===== config.mk =====
export PLATFORM = sky130hd
export DESIGN_NAME = l2_fill_unit
export DESIGN_NICKNAME = d
export VERILOG_FILES = /design/src/rtl/l2_fill_unit.sv
export SDC_FILE = /design/constraint.sdc
export NUM_CORES = 1
export LEC_CHECK = 0
export ABC_AREA = 1
export CORE_MARGIN = 1
export CORE_UTILIZATION = 51
export DETAILED_ROUTE_END_ITERATION = 8
export GPL_TIMING_DRIVEN = 0
export PLACE_DENSITY = 0.76
export RECOVER_POWER = 50
export SLEW_MARGIN = 20
export SYNTH_ARGS = -nofsm -noshare
export SYNTH_HDL_FRONTEND = slang
export SYNTH_SLANG_ARGS = --single-unit

===== constraint.sdc =====
create_clock -name clk -period 4.1 [get_ports clk]
set_clock_uncertainty 0.15 [all_clocks]
set_input_delay 1.23 -clock clk [delete_from_list [all_inputs] [get_ports clk]]
set_output_delay 1.23 -clock clk [all_outputs]
set_load 0.05 [all_outputs]

===== src/rtl/l2_fill_unit.sv =====
// L2 miss fill unit: in-order miss queue feeding a single-outstanding DRAM fill FSM.
// Optional macro L2_FILL_MERGE_EN drops accepted misses whose line is already queued or in flight.
module l2_fill_unit #(
  parameter int ADDR_W     = 32,
  parameter int LINE_LOG   = 7,
  parameter int DRAM_DELAY = 400,
  parameter int DEPTH_LOG  = 2
) (
  input  logic                 clk,
  input  logic                 reset,
  input  logic                 stall,
  input  logic                 miss_valid,
  input  logic [ADDR_W-1:0]    miss_addr,
  output logic                 miss_ready,
  output logic                 fill_write,
  output logic [ADDR_W-1:0]    fill_addr,
  output logic                 busy,
  output logic [DEPTH_LOG:0]   pending
);

  localparam int DEPTH = 1 << DEPTH_LOG;
  localparam int CNT_W = $clog2(DRAM_DELAY + 1);
  localparam logic [ADDR_W-1:0] LINE_MASK = {ADDR_W{1'b1}} << LINE_LOG;

  typedef enum logic [1:0] {IDLE, WAIT, FILL} state_t;

  state_t                 state;
  logic [ADDR_W-1:0]      queue [DEPTH];
  logic [DEPTH_LOG-1:0]   head;
  logic [DEPTH_LOG-1:0]   tail;
  logic [DEPTH_LOG:0]     count;
  logic [ADDR_W-1:0]      inflight;
  logic [CNT_W-1:0]       cnt;
  logic                   fill_q;

  logic                   full;
  logic                   push;
  logic                   pop;
  logic                   merged;
  logic [ADDR_W-1:0]      line_addr;

  assign line_addr  = miss_addr & LINE_MASK;
  assign full       = (count == (DEPTH_LOG+1)'(DEPTH));
  assign miss_ready = !full && !stall && !reset;
  assign push       = miss_valid && miss_ready && !merged;
  assign pop        = (state == IDLE) && (count != '0) && !stall && !reset;

`ifdef L2_FILL_MERGE_EN
  logic [DEPTH-1:0] valid_q;

  // A miss to a line already queued or being fetched rides on that fill.
  always_comb begin
    merged = (state != IDLE) && (inflight == line_addr);
    for (int i = 0; i < DEPTH; i++) begin
      if (valid_q[i] && (queue[i] == line_addr)) merged = 1'b1;
    end
  end
`else
  assign merged = 1'b0;
`endif

  always_ff @(posedge clk) begin
    if (reset) begin
      state    <= IDLE;
      head     <= '0;
      tail     <= '0;
      count    <= '0;
      inflight <= '0;
      cnt      <= '0;
      fill_q   <= 1'b0;
      for (int i = 0; i < DEPTH; i++) queue[i] <= '0;
`ifdef L2_FILL_MERGE_EN
      valid_q  <= '0;
`endif
    end else if (!stall) begin
      if (push) begin
        queue[tail] <= line_addr;
        tail        <= tail + DEPTH_LOG'(1);
`ifdef L2_FILL_MERGE_EN
        valid_q[tail] <= 1'b1;
`endif
      end
      if (pop) begin
        head <= head + DEPTH_LOG'(1);
`ifdef L2_FILL_MERGE_EN
        valid_q[head] <= 1'b0;
`endif
      end
      case ({push, pop})
        2'b10:   count <= count + (DEPTH_LOG+1)'(1);
        2'b01:   count <= count - (DEPTH_LOG+1)'(1);
        default: count <= count;
      endcase

      case (state)
        IDLE: begin
          if (pop) begin
            inflight <= queue[head];
            cnt      <= CNT_W'(DRAM_DELAY - 1);
            state    <= WAIT;
          end
        end
        WAIT: begin
          if (cnt == '0) begin
            state  <= FILL;
            fill_q <= 1'b1;
          end else begin
            cnt <= cnt - CNT_W'(1);
          end
        end
        FILL: begin
          state  <= IDLE;
          fill_q <= 1'b0;
        end
        default: begin
          state  <= IDLE;
          fill_q <= 1'b0;
        end
      endcase
    end
  end

  // Outputs are forced quiet during the reset cycle itself, not only after it.
  assign fill_write = fill_q && !reset;
  assign fill_addr  = reset ? '0 : inflight;
  assign busy       = !reset && ((count != '0) || (state != IDLE));
  assign pending    = reset ? '0 : count + {{DEPTH_LOG{1'b0}}, (state != IDLE)};

endmodule


### Word-level counts from Yosys, hierarchy flattened

Memories as Yosys holds them, arrays and structs flattened. A register that Yosys moved wholly into a read port is not among the register bits.
Cells that the tools add are included.

* bits in writable memories: 100
* ROM bits: 0
* bits in latches: 0
* logic and storage cells: 69
* bits in registers: 51
* memories kept: 1
* bits of input ports: 36
* output and inout bits: 38

* eq/ne operators: 7
* add/subtract/negate cells: 6
* divide/modulo/power cells: 0
* shift operators: 0
* mux-type cells: 20
* bitwise gates (word level): 2
* multiply operators: 0
* reductions and logical operators: 26
* magnitude comparators: 0

Memories
* queue: depth 4, width 25, rd ports 1, clocked after Yosys merged registers in 1, write ports 4, RTL line 28 `logic [ADDR_W-1:0] queue [DEPTH];`

Operators by type and width (number)
* 2-to-1 mux 32 bit: 1
* 2-to-1 mux 25 bit: 1
* OR reduction 25 bit: 1
* 2-to-1 mux 9 bit: 2
* one-hot mux 9 bit (2 select lines): 1
* logical NOT 9 bit: 1
* AND reduction 3 bit: 3
* subtractor 9 x 1 -> 9 bit (second input constant): 1
* logical AND 1 bit: 8
* 2-to-1 mux 1 bit: 8
* 2-to-1 mux 2 bit: 3
* != test 2 bit (second input constant): 3
* one-hot mux 3 bit (2 select lines): 1
* AND reduction 2 bit: 3
* nonzero test 2 bit: 3
* adder 2 x 1 -> 2 bit (second input constant): 2
* equality test 2 x 1 -> 1 bit (second input constant): 2
* one-hot mux 2 bit (2 select lines): 1
* AND reduction 4 bit: 1
* adder 3 x 1 -> 3 bit: 1
* adder 3 x 1 -> 3 bit (second input constant): 1
* equality test 3 bit (second input constant): 1
* logical NOT 1 bit: 3
* 2-to-1 mux 3 bit: 1
* other kinds (7): 8

### Depth between registers and ports, before layout

Gate-level depths: netlist (run 1).

* depth after elaboration: 11
* mapped depth: 12
* depth with buffers taken out: 11

### Least setup slack after synthesis (run 1)

OpenSTA, ideal clock, no wires.

* path kind: input port to flip-flop
* start: input reset
* end: memory queue[3][0] (netlist bit), enable pin
* path buffers: 2
* stages: 7
* data required time: 3.512 ns
* library setup time: 0.438 ns
* arrival time: 3.596 ns
* setup slack: -0.085 ns
* cell sequence: buf_4 nor2_4 nand3_2 buf_2 nand2_1 inv_1 nor3_1

RTL lines
* from (decl): RTL line 10 `input logic reset,`
* to (decl): RTL line 28

### Final worst setup path (run 1)

* start: input reset
* end: output fill_addr[17]

* word-level cells in the longest chain between the ends: 1

Ends and longest elaborated chain
* 2-to-1 mux 32 bit: RTL line 125 `assign fill_addr = reset ? '0 : inflight;`
* to (decl): RTL line 16 `output logic [ADDR_W-1:0] fill_addr,`

No other way between the ends.

==> results of run 1 <==
[how the worst max path moves through the flow]
| stage | cells after the start | from | slack [ns] | end |
|---|---|---|---|---|
| 2_1_floorplan | 5 | reset | 0.11 | pending[2] |
| 3_3_place_gp | 7 | stall | -0.59 | queue[3][14] |
| 3_5_place_dp | 6 | reset | -0.37 | pending[2] |
| 4_1_cts | 4 | reset | 0.004 | fill_addr[17] |
| 5_1_grt | 4 | reset | 0.02 | fill_addr[17] |
| 6_report | 4 | reset | 0.07 | fill_addr[17] |
[cell usage after synthesis]
library cell and number:
fa_1 1, o21ai_1 26, xor2_1 1, a31oi_1 25
inv_2 2, nand3_2 2, a21oi_4 1, nand2_1 42
nand2_2 5, inv_1 81, nand2_4 1, buf_1 1
dfxtp_1 44, clkbuf_1 15, ha_1 4, conb_1 1
a21oi_1 15, nor2_4 3, buf_2 18, nor2_2 2
edfxtp_1 100, or2_2 1, buf_4 11, nor2_1 254
o21ai_0 57, nand3_1 12, nor3_1 1
[critical path, stage by stage]
cell and delay (ns):
buf_4 0.15, clkbuf_2 0.22, nor2_1 0.21, clkdlybuf4s50_1 0.83
[state kept, by name, indices dropped and copies added (netlist names)]
| name | count |
|---|---|
| queue | 100 |
| inflight | 25 |
| cnt | 9 |
| count | 3 |
| head | 2 |
| state | 2 |
| tail | 2 |
| fill_q | 1 |
[through the flow]
stage          total power (W)  instances
2_1_floorplan          0.00185        732
3_3_place_gp           0.00194        958
3_5_place_dp           0.00195        960
4_1_cts                0.00350        992
5_1_grt                0.00360        992
6_report               0.00351        992
[power by group]
part	internal [W]	total [W]	switching, W
sequential	0.00162	0.00165	0.0000209
combinational	0.0000862	0.000275	0.000189
clock	0.000999	0.00159	0.000589
[per-layer routing]
layer | vias to the layer above | global-route usage (%)
met1 | 2435 | 29.2
li1 | 2501 | -
met2 | 231 | 45.1
met5 | - | 0
met3 | 41 | 4.92
met4 | 0 | 14.4
[final cells by class]
cell class	count	area (um^2)	share of cell area, %
sequential	144	3880	49.4
multi-input combinational	460	2030	25.9
timing repair buffer	60	603	7.67
clock buffer	22	474	6.03
inverter	83	312	3.96
buffer	45	215	2.74
tap	168	210	2.67
clock inverter	10	134	1.70
[kinds of logic after synthesis]
family	Yosys count	synth area share, %
AO/OA/AOI/OAI	124	10.3
other	1	0.0580
flip-flops	144	60.1
buffers and inverters	128	8.42
XOR/XNOR	1	0.135
AND/OR/NAND/NOR	323	20.0
adder cells (fa/ha/maj)	5	1.08
==> run_results.csv, run 1 <==
group,metric,value,unit
routing,drt_pre_antenna_iters,7,
critical_path,arrival,2.65,ns
yosys,yosys.area.top_type,"edfxtp_1",
clock_tree,cts-hold-fix-buffers,0,
layout,layout.nets,852,
layout,final_util,64.7,%
routing,routedWlPerCell,15.7,um
yosys,ys_types,27,
grt,grt_pass1_vias,5013,
grt,antenna_found_initial,0,
hold_path,worstHoldPathCells,2,
hold_path,worstHoldPathType,"flop to flop",
layout,nFillCells,999,
routing,num_vias,5208,
critical_path,crit_path_start_kind,"input pin",
sta,fin_ws,0.0743,ns
floorplan,start_util,53.2,%
routing,wl_met3,1120,um
routing,drc,0,
pwr,ir_worst_vdd,0.302,mV
routing,ant_nets,0,
grt,grt_overflow,0,
floorplan,die_w,115,um
clock_tree,htree_levels,4,
sta,clock.fmax,0.248,GHz
clock_tree,cts_root_buf,"clkbuf_16",
clock_tree,clkLatencyLatePin,0.43,ns
outcome,status,"completed",
sta,period_minus_slack,4.03,ns
critical_path,r2r_setup_slack,1.18,ns
sta,holdWs,0.326,ns
layout,most-common-layout-cells,"nor2_1 (256), edfxtp_1 (100), inv_1 (81)",
layout,drive_gt1_share,7.89,%
routing,wl_met2,7810,um
yosys,synth.yosys.warnings,0,
clock_tree,cts_resized,5,
yosys,ys_ff_latch,144,
yosys,yosys.area.top_type_share,46.4,%
floorplan,design.portCount,74,
critical_path,critPathCaptureType,"output pin",
critical_path,rr_endpoint,"count[2]",
sta,finalHoldViolations,0,
yosys,yosysSeqAreaShare,60.1,%
hold_path,min_from,"tail[0]",
pwr,p_leak,3.18,nW
clock_tree,cts-buffers-inserted,17,
pwr,power_density,446,nW/um^2
place,pre_cts_ws,-0.370,ns
critical_path,crit_type,"input pin to output pin",
grt,grt_pass1_wl,24600,um
layout,final_common_cell,"nor2_1",
sta,drv_slew,0,
routing,post_drt_via_cell_ratio,5.25,
place,port_buffers,58,
routing,top_layer,"met4",
yosys,syn_inst,726,
sta,rsz0062_at_grt,"no",
place,dpl_cell_area,7320,um^2
hold_path,min_to,"tail[0]",
routing,wl,15500,um
clock_tree,clock-sinks,144,
floorplan,dieArea,13100,um^2
layout,diodes,0,
floorplan,coreArea,12200,um^2
critical_path,r2r-start,"count[1]",
critical_path,rr_worst_depth,12,
grt,grt_usage,25.6,%
place,dp_hpwl,10300,um
yosys,synth.area.top_cells,"edfxtp_1 (46%), nor2_1 (15%), dfxtp_1 (14%)",
floorplan,dieHeight,115,um
job,max-cap-violations,0,
yosys,syn_avg_cell_area,8.90,um^2
sta,maxSlewHeadroom,50.2,%
layout,final_area,7870,um^2
layout,syn_to_final_growth,21.7,%
critical_path,crit_fanout,10,
critical_path,required,2.72,ns
sta,setup-violations-final,0,
routing,m1WireLength,6100,um
sta,final.setup.tns,0,ns
clock_tree,clk_transition_reported_paths,0.06,ns
floorplan,rows,40,
clock_tree,cts_tree,"yes",
yosys,netlist_area,6460,um^2
sta,period_share,98.2,%
routing,drt_iter0_markers,528,
sta,worst_pin_slew,0.745,ns
clock_tree,clockBufferDepth,2,
grt,grt_max_degree,26,
place,place_congestion,0.852,
clock_tree,cts_setup_buffers,0,
No activity file was read; power rests on OpenSTA's default activity.
==> run 2, diff against run 1 <==
CAP_MARGIN = 10   (was not set)
CORE_UTILIZATION = 55   (was 51)
PLACE_DENSITY = 0.78   (was 0.76)
clock period = 4.2 ns   (was 4.1 ns; I/O delays follow)
==> run_results.csv, run 2 (synthesis results as in run 1) <==
group,metric,value,unit
outcome,status,"completed",
sta,period_minus_slack,4.15,ns
clock_tree,clock-sinks,144,
clock_tree,cts_setup_buffers,0,
clock_tree,clk_transition_reported_paths,0.06,ns
critical_path,required,2.79,ns
layout,final_common_cell,"nor2_1",
sta,holdWs,0.329,ns
place,port_buffers,58,
sta,fin_ws,0.0545,ns
place,dp_hpwl,9790,um
grt,grt_overflow,0,
place,pre_cts_ws,-0.297,ns
layout,largest-register,"queue",
job,max-cap-violations,0,
critical_path,cp_cell_sequence,"buf_4, clkbuf_1, nor2_1, clkdlybuf4s50_1",
sta,clock.fmax,0.241,GHz
floorplan,rows,39,
layout,layout.nets,851,
critical_path,arrival,2.74,ns
sta,period_share,98.7,%
routing,ant_nets,0,
clock_tree,cts-hold-fix-buffers,0,
grt,grt_pass1_wl,24500,um
critical_path,crit_path_top_delay_cell,"clkdlybuf4s50_1",
floorplan,design.portCount,74,
grt,grt_usage,26.0,%
sta,finalHoldViolations,0,
sta,rsz0062_at_grt,"no",
routing,drc,0,
grt,antenna_found_initial,0,
layout,diodes,0,
layout,syn_to_final_growth,21.1,%
critical_path,crit_fanout,10,
grt,grt_pass1_vias,5121,
critical_path,crit_buf_inv,3,
grt,grt_max_degree,26,
sta,worst_pin_slew,0.840,ns
clock_tree,cts_root_buf,"clkbuf_16",
floorplan,dieHeight,110,um
routing,routedWlPerCell,16.0,um
clock_tree,htree_levels,4,
critical_path,crit_type,"input pin to output pin",
pwr,power_density,430,nW/um^2
routing,drt_pre_antenna_iters,5,
critical_path,cpPeakStageDelay,0.72,ns
floorplan,coreArea,11400,um^2
clock_tree,clkLatencyLatePin,0.42,ns
layout,final_area,7830,um^2
routing,post_drt_via_cell_ratio,5.32,
clock_tree,cts-buffers-inserted,17,
layout,reg_top3,"queue (100), inflight (25), cnt (9)",
layout,drive_gt1_share,7.41,%
clock_tree,clockBufferDepth,2,
floorplan,dieArea,12200,um^2
layout,most-common-layout-cells,"nor2_1 (256), edfxtp_1 (100), inv_1 (81)",
place,dpl_cell_area,7280,um^2
routing,drt_iter0_markers,472,
clock_tree,cts_tree,"yes",
layout,final_util,68.6,%
pwr,p_leak,3.25,nW
layout,nFillCells,895,
place,place_congestion,0.866,
floorplan,start_util,56.6,%
critical_path,critPathCaptureType,"output pin",
pwr,ir_worst_vdd,0.306,mV
floorplan,die_w,110,um
hold_path,worstHoldPathType,"flop to flop",
critical_path,crit_path_start_kind,"input pin",
routing,wl,15400,um
critical_path,critPathTopFamily,"buffers and inverters",
sta,setup-violations-final,0,
clock_tree,cts_resized,4,
sta,maxSlewHeadroom,43.8,%
sta,final.setup.tns,0,ns
routing,num_vias,5143,
layout,largest_reg_flops,100,
sta,drv_slew,0,
[run 2: layout make-up]
type	count	area, um^2	share of cell area [%]
sequential	144	3880	49.6
tap	143	179	2.29
clock inverter	3	42.5	0.543
buffer	45	215	2.75
inverter	83	312	3.98
multi-input combinational	460	2040	26.1
clock buffer	29	552	7.05
timing repair buffer	59	602	7.69
[run 2: stage by stage]
step	cells	power (W)
global route	966	0.00346
detailed placement	934	0.00190
CTS	966	0.00337
floorplan	732	0.00181
global placement	933	0.00189
finish	966	0.00337
[run 2: path summary, 6_finish.rpt]
check                               from       endpoint  slack (ns)  depth (start not counted)
worst max-delay path               reset  fill_addr[28]        0.05                          4
worst min-delay path              cnt[8]         cnt[8]        0.33                          2
worst min register to register    cnt[8]         cnt[8]        0.33                          2
worst max register to register  count[1]       count[2]        1.26                         12
[run 2: worst register-to-register path: cells and delay by family (launching register included)]
kind / cells / cell delay (ns)
adders and majority gates: 2 / 0.58
DFF: 1 / 0.34
buffers and inverters: 3 / 0.92
and+or+nand+nor: 3 / 0.35
AOI/OAI and AO/OA: 4 / 0.51
[run 2: metal layers]
layer / GRT usage [%] / share of wire (%)
met1: 30.4 / 40
met2: 45.8 / 50
met3: 6.20 / 7.3
met4: 10.8 / 1.7
met5: 0 / 0
[run 2: power breakdown]
| part | internal (W) | leakage, nW | switching [W] |
|---|---|---|---|
| Clock | 0.000945 | 0.289 | 0.000548 |
| Sequential | 0.00159 | 1.39 | 0.0000209 |
| Combinational | 0.0000825 | 1.57 | 0.000183 |
| Total | 0.00261 | 3.25 | 0.000752 |
